File: config.mk
export PLATFORM = sky130hd
export DESIGN_NAME = sram_arbiter
export DESIGN_NICKNAME = d
export VERILOG_FILES = /design/src/rtl/sram_arbiter.sv
export SDC_FILE = /design/constraint.sdc
export NUM_CORES = 1
export LEC_CHECK = 0
export ABC_AREA = 1
export CORE_AREA = 2 2 137 139
export DETAILED_ROUTE_END_ITERATION = 12
export DIE_AREA = 0 0 139 141
export HOLD_SLACK_MARGIN = 0.03
export PLACE_DENSITY = 0.71
export SLEW_MARGIN = 40
export SYNTH_ARGS = -nofsm -noshare
export SYNTH_HDL_FRONTEND = slang
export SYNTH_SLANG_ARGS = --single-unit
File: constraint.sdc
create_clock -name clk -period 2.3 [get_ports clk]
set_input_delay 0.46 -clock clk [delete_from_list [all_inputs] [get_ports clk]]
set_output_delay 0.46 -clock clk [all_outputs]
set_load 0.03 [all_outputs]
File: src/rtl/sram_arbiter.sv
// Round-robin arbiter granting exclusive use of the packet SRAM port to one
// requester for as long as it holds its request, with a hold-time watchdog.
module sram_arbiter #(
  parameter int unsigned NUM_REQ  = 3,
  parameter int unsigned MAX_HOLD = 1024
) (
  input  logic                    clk,
  input  logic                    rst,
  input  logic [NUM_REQ-1:0]      req_i,
  input  logic [NUM_REQ-1:0]      ce_i,
  input  logic [NUM_REQ-1:0]      we_i,
  input  logic [NUM_REQ*32-1:0]   addr_i,
  input  logic [NUM_REQ*4-1:0]    sel_i,
  input  logic [NUM_REQ*32-1:0]   wdata_i,
  output logic [NUM_REQ-1:0]      gnt_o,
  output logic [31:0]             rdata_o,
  output logic                    timeout_o,
  output logic                    sram_ce_o,
  output logic                    sram_we_o,
  output logic [31:0]             sram_addr_o,
  output logic [3:0]              sram_sel_o,
  output logic [31:0]             sram_data_o,
  input  logic [31:0]             sram_data_i
);

  localparam int unsigned IW       = (NUM_REQ > 2) ? $clog2(NUM_REQ) : 1;
  localparam logic [31:0] HOLD_LIM = (MAX_HOLD == 0) ? '0 : 32'(MAX_HOLD - 1);

  typedef enum logic {IDLE, GRANT} state_t;

  state_t               state;
  logic [IW-1:0]        owner;
  logic [IW-1:0]        last;
  logic [31:0]          hold_cnt;
  logic [NUM_REQ-1:0]   blocked;

  logic                 granted;
  logic [NUM_REQ-1:0]   owner_oh;
  logic                 own_req, own_ce, own_we;
  logic [31:0]          own_addr, own_wdata;
  logic [3:0]           own_sel;
  logic                 active, release_c, wd_fire;
  logic [NUM_REQ-1:0]   cand;
  logic                 found;
  logic [IW-1:0]        pick;

  assign granted = (state == GRANT);

  always_comb begin
    owner_oh  = '0;
    own_req   = 1'b0;
    own_ce    = 1'b0;
    own_we    = 1'b0;
    own_addr  = '0;
    own_sel   = '0;
    own_wdata = '0;
    for (int unsigned k = 0; k < NUM_REQ; k++) begin
      if (owner == IW'(k)) begin
        owner_oh[k] = 1'b1;
        own_req     = req_i[k];
        own_ce      = ce_i[k];
        own_we      = we_i[k];
        own_addr    = addr_i[32*k +: 32];
        own_sel     = sel_i[4*k +: 4];
        own_wdata   = wdata_i[32*k +: 32];
      end
    end
  end

  assign active      = granted & own_req;
  assign release_c   = granted & ~own_req;
  assign wd_fire     = active && (MAX_HOLD != 0) && (hold_cnt == HOLD_LIM);

  assign gnt_o       = granted ? owner_oh : '0;
  assign rdata_o     = sram_data_i;
  assign sram_ce_o   = own_ce & active;
  assign sram_we_o   = own_we & active;
  assign sram_addr_o = active ? own_addr  : '0;
  assign sram_sel_o  = active ? own_sel   : '0;
  assign sram_data_o = active ? own_wdata : '0;

  // The current owner is never a candidate: on release its request is low,
  // on watchdog revocation it becomes blocked at the same edge.
  assign cand = req_i & ~blocked & ~(granted ? owner_oh : '0);

  always_comb begin
    found = 1'b0;
    pick  = '0;
    for (int unsigned i = 1; i <= NUM_REQ; i++) begin
      for (int unsigned k = 0; k < NUM_REQ; k++) begin
        if (!found && cand[k] && ((32'(last) + i) % NUM_REQ == k)) begin
          found = 1'b1;
          pick  = IW'(k);
        end
      end
    end
  end

  always_ff @(posedge clk or negedge rst) begin
    if (!rst) begin
      state     <= IDLE;
      owner     <= '0;
      last      <= IW'(NUM_REQ - 1);
      hold_cnt  <= '0;
      blocked   <= '0;
      timeout_o <= 1'b0;
    end else begin
      timeout_o <= wd_fire;
      blocked   <= (blocked & req_i) | (wd_fire ? owner_oh : '0);
      if (!granted || release_c || wd_fire) begin
        if (found) begin
          state    <= GRANT;
          owner    <= pick;
          last     <= pick;
          hold_cnt <= '0;
        end else begin
          state <= IDLE;
        end
      end else if (hold_cnt != '1) begin
        hold_cnt <= hold_cnt + 32'd1;
      end
    end
  end

endmodule

==> metrics.md <==
| Metric | Value |
|---|---|
| Worst reg2reg path endpoint | owner[1]$_DFFE_PN0P_ |
| Reg clk slew, reported paths | 0.06 ns |
| TritonRoute pass-1 iters | 5 |
| Most common cell after layout, fill and taps aside | nand2_1 |
| WL per Instance | 21.0 µm |
| Reg2reg path depth | 12 |
| Routability cong. | 0.960 |
| P_int | 4880 µW |
| HP Class | in -> async |
| Number of buffers created by CTS | 5 |
| I/O pin count | 353 |
| Max Clock Freq | 397 MHz |
| Largest net degree at the start of global routing | 71 |
| Pins over their slew limit | 0 |
| P&R area growth vs syn | 102% |
| DRC viols | 0 |
| Post-Route Utilization | 0.499 |
| GRT Overall Usage | 0.247 |
| Asr flop ratio synth | 1.00 |
| Post-synth EDFFs | 0 |
| Crit path arrival time | 2.06 ns |
| Crit Path Class | reg -> out |
| Minimum clock period | 2.52 ns |
| Slew HR | 0.628 |
| Tcrit/Tclk final | 1.09 |
| Worst Tran Pin Value | 0.558 ns |
| Crit path from | owner[1]$_DFFE_PN0P_ |
| Drt initial violations | 392 |
| Clock share of power | 0.070 |
| Ys flop type | dfrtp_1 |
| Port-buffer cells | 288 |
| Core area | 18300 µm² |
| CP endpoint kind | output port |
| Pwr dens | 1140 nW/µm² |
| Status | finished, violations left |
| Switching Power | 5530 µW |
| #FFs+latches synth | 40 |
| CTS Root Cell | clkbuf_16 |
| Critical path peak fanout | 7 |
| Final net count | 1299 |
| Max cap viols | 0 |
| Overall power | 10400 µW |
| Finish-stage setup viols | 70 |
| Antenna violations before repair | 1 |
| Die area | 19600 µm² |
| Hold Vio Cnt, Final | 0 |
| Die Ht | 141 µm |
| Via density | 5.10 |
| GRT overflow | 0 |
| Mapped cell area | 4500 µm² |
| Synth cell types | 34 |
| Share of layout cells above drive strength 1 | 0.244 |
| Clk sinks | 40 |
| Pleak | 0.00368 µW |
| TritonCTS clock tree | done |
| Diodes inserted | 0 |
| Pre-CTS setup slack | -0.369 ns |
| Crit-path slowest cell | dfrtp_2 |
| Routed WL | 26900 µm |
| Mapped Cells | 761 |
| Layout Skew | 0.00524 ns |
| Clock Tree Buf Depth | 2 |
| Sequential cell area fraction in the yosys report | 0.223 |
| Crit path cell chain | o21ai_1 -> o21ai_2 -> nor3_4 -> inv_4 -> buf_12 -> buf_16 -> a31oi_1 -> buf_4 |
| RR Startpoint | owner[0]$_DFFE_PN0P_ |
| First-pass GRT wire length | 37200 µm |
| Crit path to | sram_addr_o[21] |
| Syn Area/Cell | 5.92 µm² |
| Most frequent cells in the layout | nand2_1, clkdlybuf4s50_1, buf_4, buf_6, a31oi_4 |
| Final HPWL DP | 19000 µm |
| RSZ-0062 raised after global routing | true |
| Starting Density | 0.246 |
| Yosys top cell by area | nand2_1 |
| Synth warn | 0 |
| Slowest Stage Delay on Critical Path | 0.47 ns |
| Top cell type's share of synthesized area | 0.275 |
| Std cell rows | 50 |
| Final WS setup | -0.216 ns |
| Comb pwr share | 0.848 |
| Post-Syn Nets | 1011 |
| Max VDD drop | 0.000699 V |
| Vias in the first global route | 6434 |
| Flop pwr share | 0.083 |
| Reg-to-reg setup timing slack | 0.15 ns |
| Worst endpoint required time | 1.84 ns |
| Sw frac | 0.531 |
| DR vias | 6551 |
| Failing checks | setup timing |
| Die X-Extent | 139 µm |
| CTS H-tree depth | 2 |
| CP Launch Type | register |
| Clock latency on the worst-skew pair | 0.29 ns |
| Largest cells by area after synthesis | nand2_1, dfrtp_1, a31oi_1, buf_4, nand3_1 |
| Post-route ant nets | 0 |
## cells in the mapped netlist (4+ instances only)
| library cell | count |
|---|---|
| a21oi_1 | 4 |
| o21ai_0 | 11 |
| nand3b_1 | 4 |
| nand3_2 | 21 |
| nand2_1 | 330 |
| nor3_1 | 18 |
| buf_4 | 34 |
| buf_2 | 6 |
| a31oi_1 | 70 |
| xor2_1 | 7 |
| nand4_1 | 15 |
| clkbuf_1 | 28 |
| dfrtp_1 | 39 |
| nand3_1 | 48 |
| or2_2 | 8 |
| nor4_1 | 6 |
| inv_1 | 48 |
| nor2_1 | 42 |
## worst min-delay path by stage
stage / start / to / depth (start not counted)
6_report: rst / hold_cnt[28]$_DFFE_PN0P_ / 2
3_5_place_dp: blocked[2]$_DFF_PN0_ / blocked[2]$_DFF_PN0_ / 2
5_1_grt: rst / hold_cnt[28]$_DFFE_PN0P_ / 2
3_3_place_gp: blocked[2]$_DFF_PN0_ / blocked[2]$_DFF_PN0_ / 2
4_1_cts: rst / hold_cnt[28]$_DFFE_PN0P_ / 2
2_1_floorplan: rst / blocked[0]$_DFF_PN0_ / 0
## per-stage QoR
step	std cells	instance area, µm²	hold slack (ns)	setup TNS (ns)
after CTS	1278	8750	0.270	-10.50
after global routing	1284	9110	0.298	-14.28
after global placement	1256	7540	0.465	-18.32
after floorplan	761	4500	0.164	-0.634
after detailed placement	1256	7540	0.471	-19.64
final	1284	9110	0.228	-10.32
## worst max-delay path, delay by kind of cell, from the launching register on
| family | cells | cell delay (ns) |
|---|---|---|
| buffers and inverters | 4 | 0.64 |
| DFF | 1 | 0.47 |
| AOI/OAI and AO/OA | 3 | 0.46 |
| and+or+nand+nor | 1 | 0.18 |
## timing repair
action / in CTS / in global routing
setup buffers: 7 / 5
pin swaps: 0 / 3
hold buffers: 0 / 0
cloned: 7 / 5
resized for setup: 126 / 48
endpoints found under the setup margin: 72 / 106
## registers in the layout, indices dropped and copies added (netlist names)
| signal | count |
|---|---|
| blocked | 3 |
| hold_cnt | 32 |
| owner | 2 |
| granted | 1 |
| last | 1 |
| timeout_o | 1 |
## per-layer routing
| metal | up-vias | routed length (µm) | track usage |
|---|---|---|---|
| met5 | - | 0 | 0 |
| met4 | 0 | 1290 | 0.117 |
| met3 | 59 | 2390 | 0.0744 |
| met2 | 336 | 13000 | 0.409 |
| met1 | 3084 | 10300 | 0.294 |
| li1 | 3072 | - | - |
## cell families (layout without fill, tap and decap cells)
family                   count (synthesis)  in the layout  synth area share
AND/OR/NAND/NOR                        500            500             0.496
buffers and inverters                  122            411             0.138
AO/OA/AOI/OAI                           88             88             0.119
flip-flops                              40             40             0.223
XOR/XNOR                                 8              8            0.0156
adder cells (fa/ha/maj)                  3              3           0.00834
## power by group through the flow
| stage | logic, µW | clock network (µW) | registers, µW |
|---|---|---|---|
| finish | 8820 | 723 | 859 |
| floorplan | 3610 | 0 | 828 |
| CTS | 8150 | 729 | 854 |
| detailed placement | 6220 | 0 | 866 |
| global route | 9170 | 754 | 866 |
| global placement | 6190 | 0 | 861 |
## area by class of cell
| type | count | area [µm²] |
|---|---|---|
| fillers | 1745 | 9150 |
| clock buffers | 8 | 146 |
| flip-flops and latches | 40 | 1000 |
| repair buffers | 352 | 3760 |
| multi-input cells | 599 | 3710 |
| well taps | 234 | 293 |
| inverters | 51 | 201 |
Note: power is estimated with default switching activity, not from simulation.
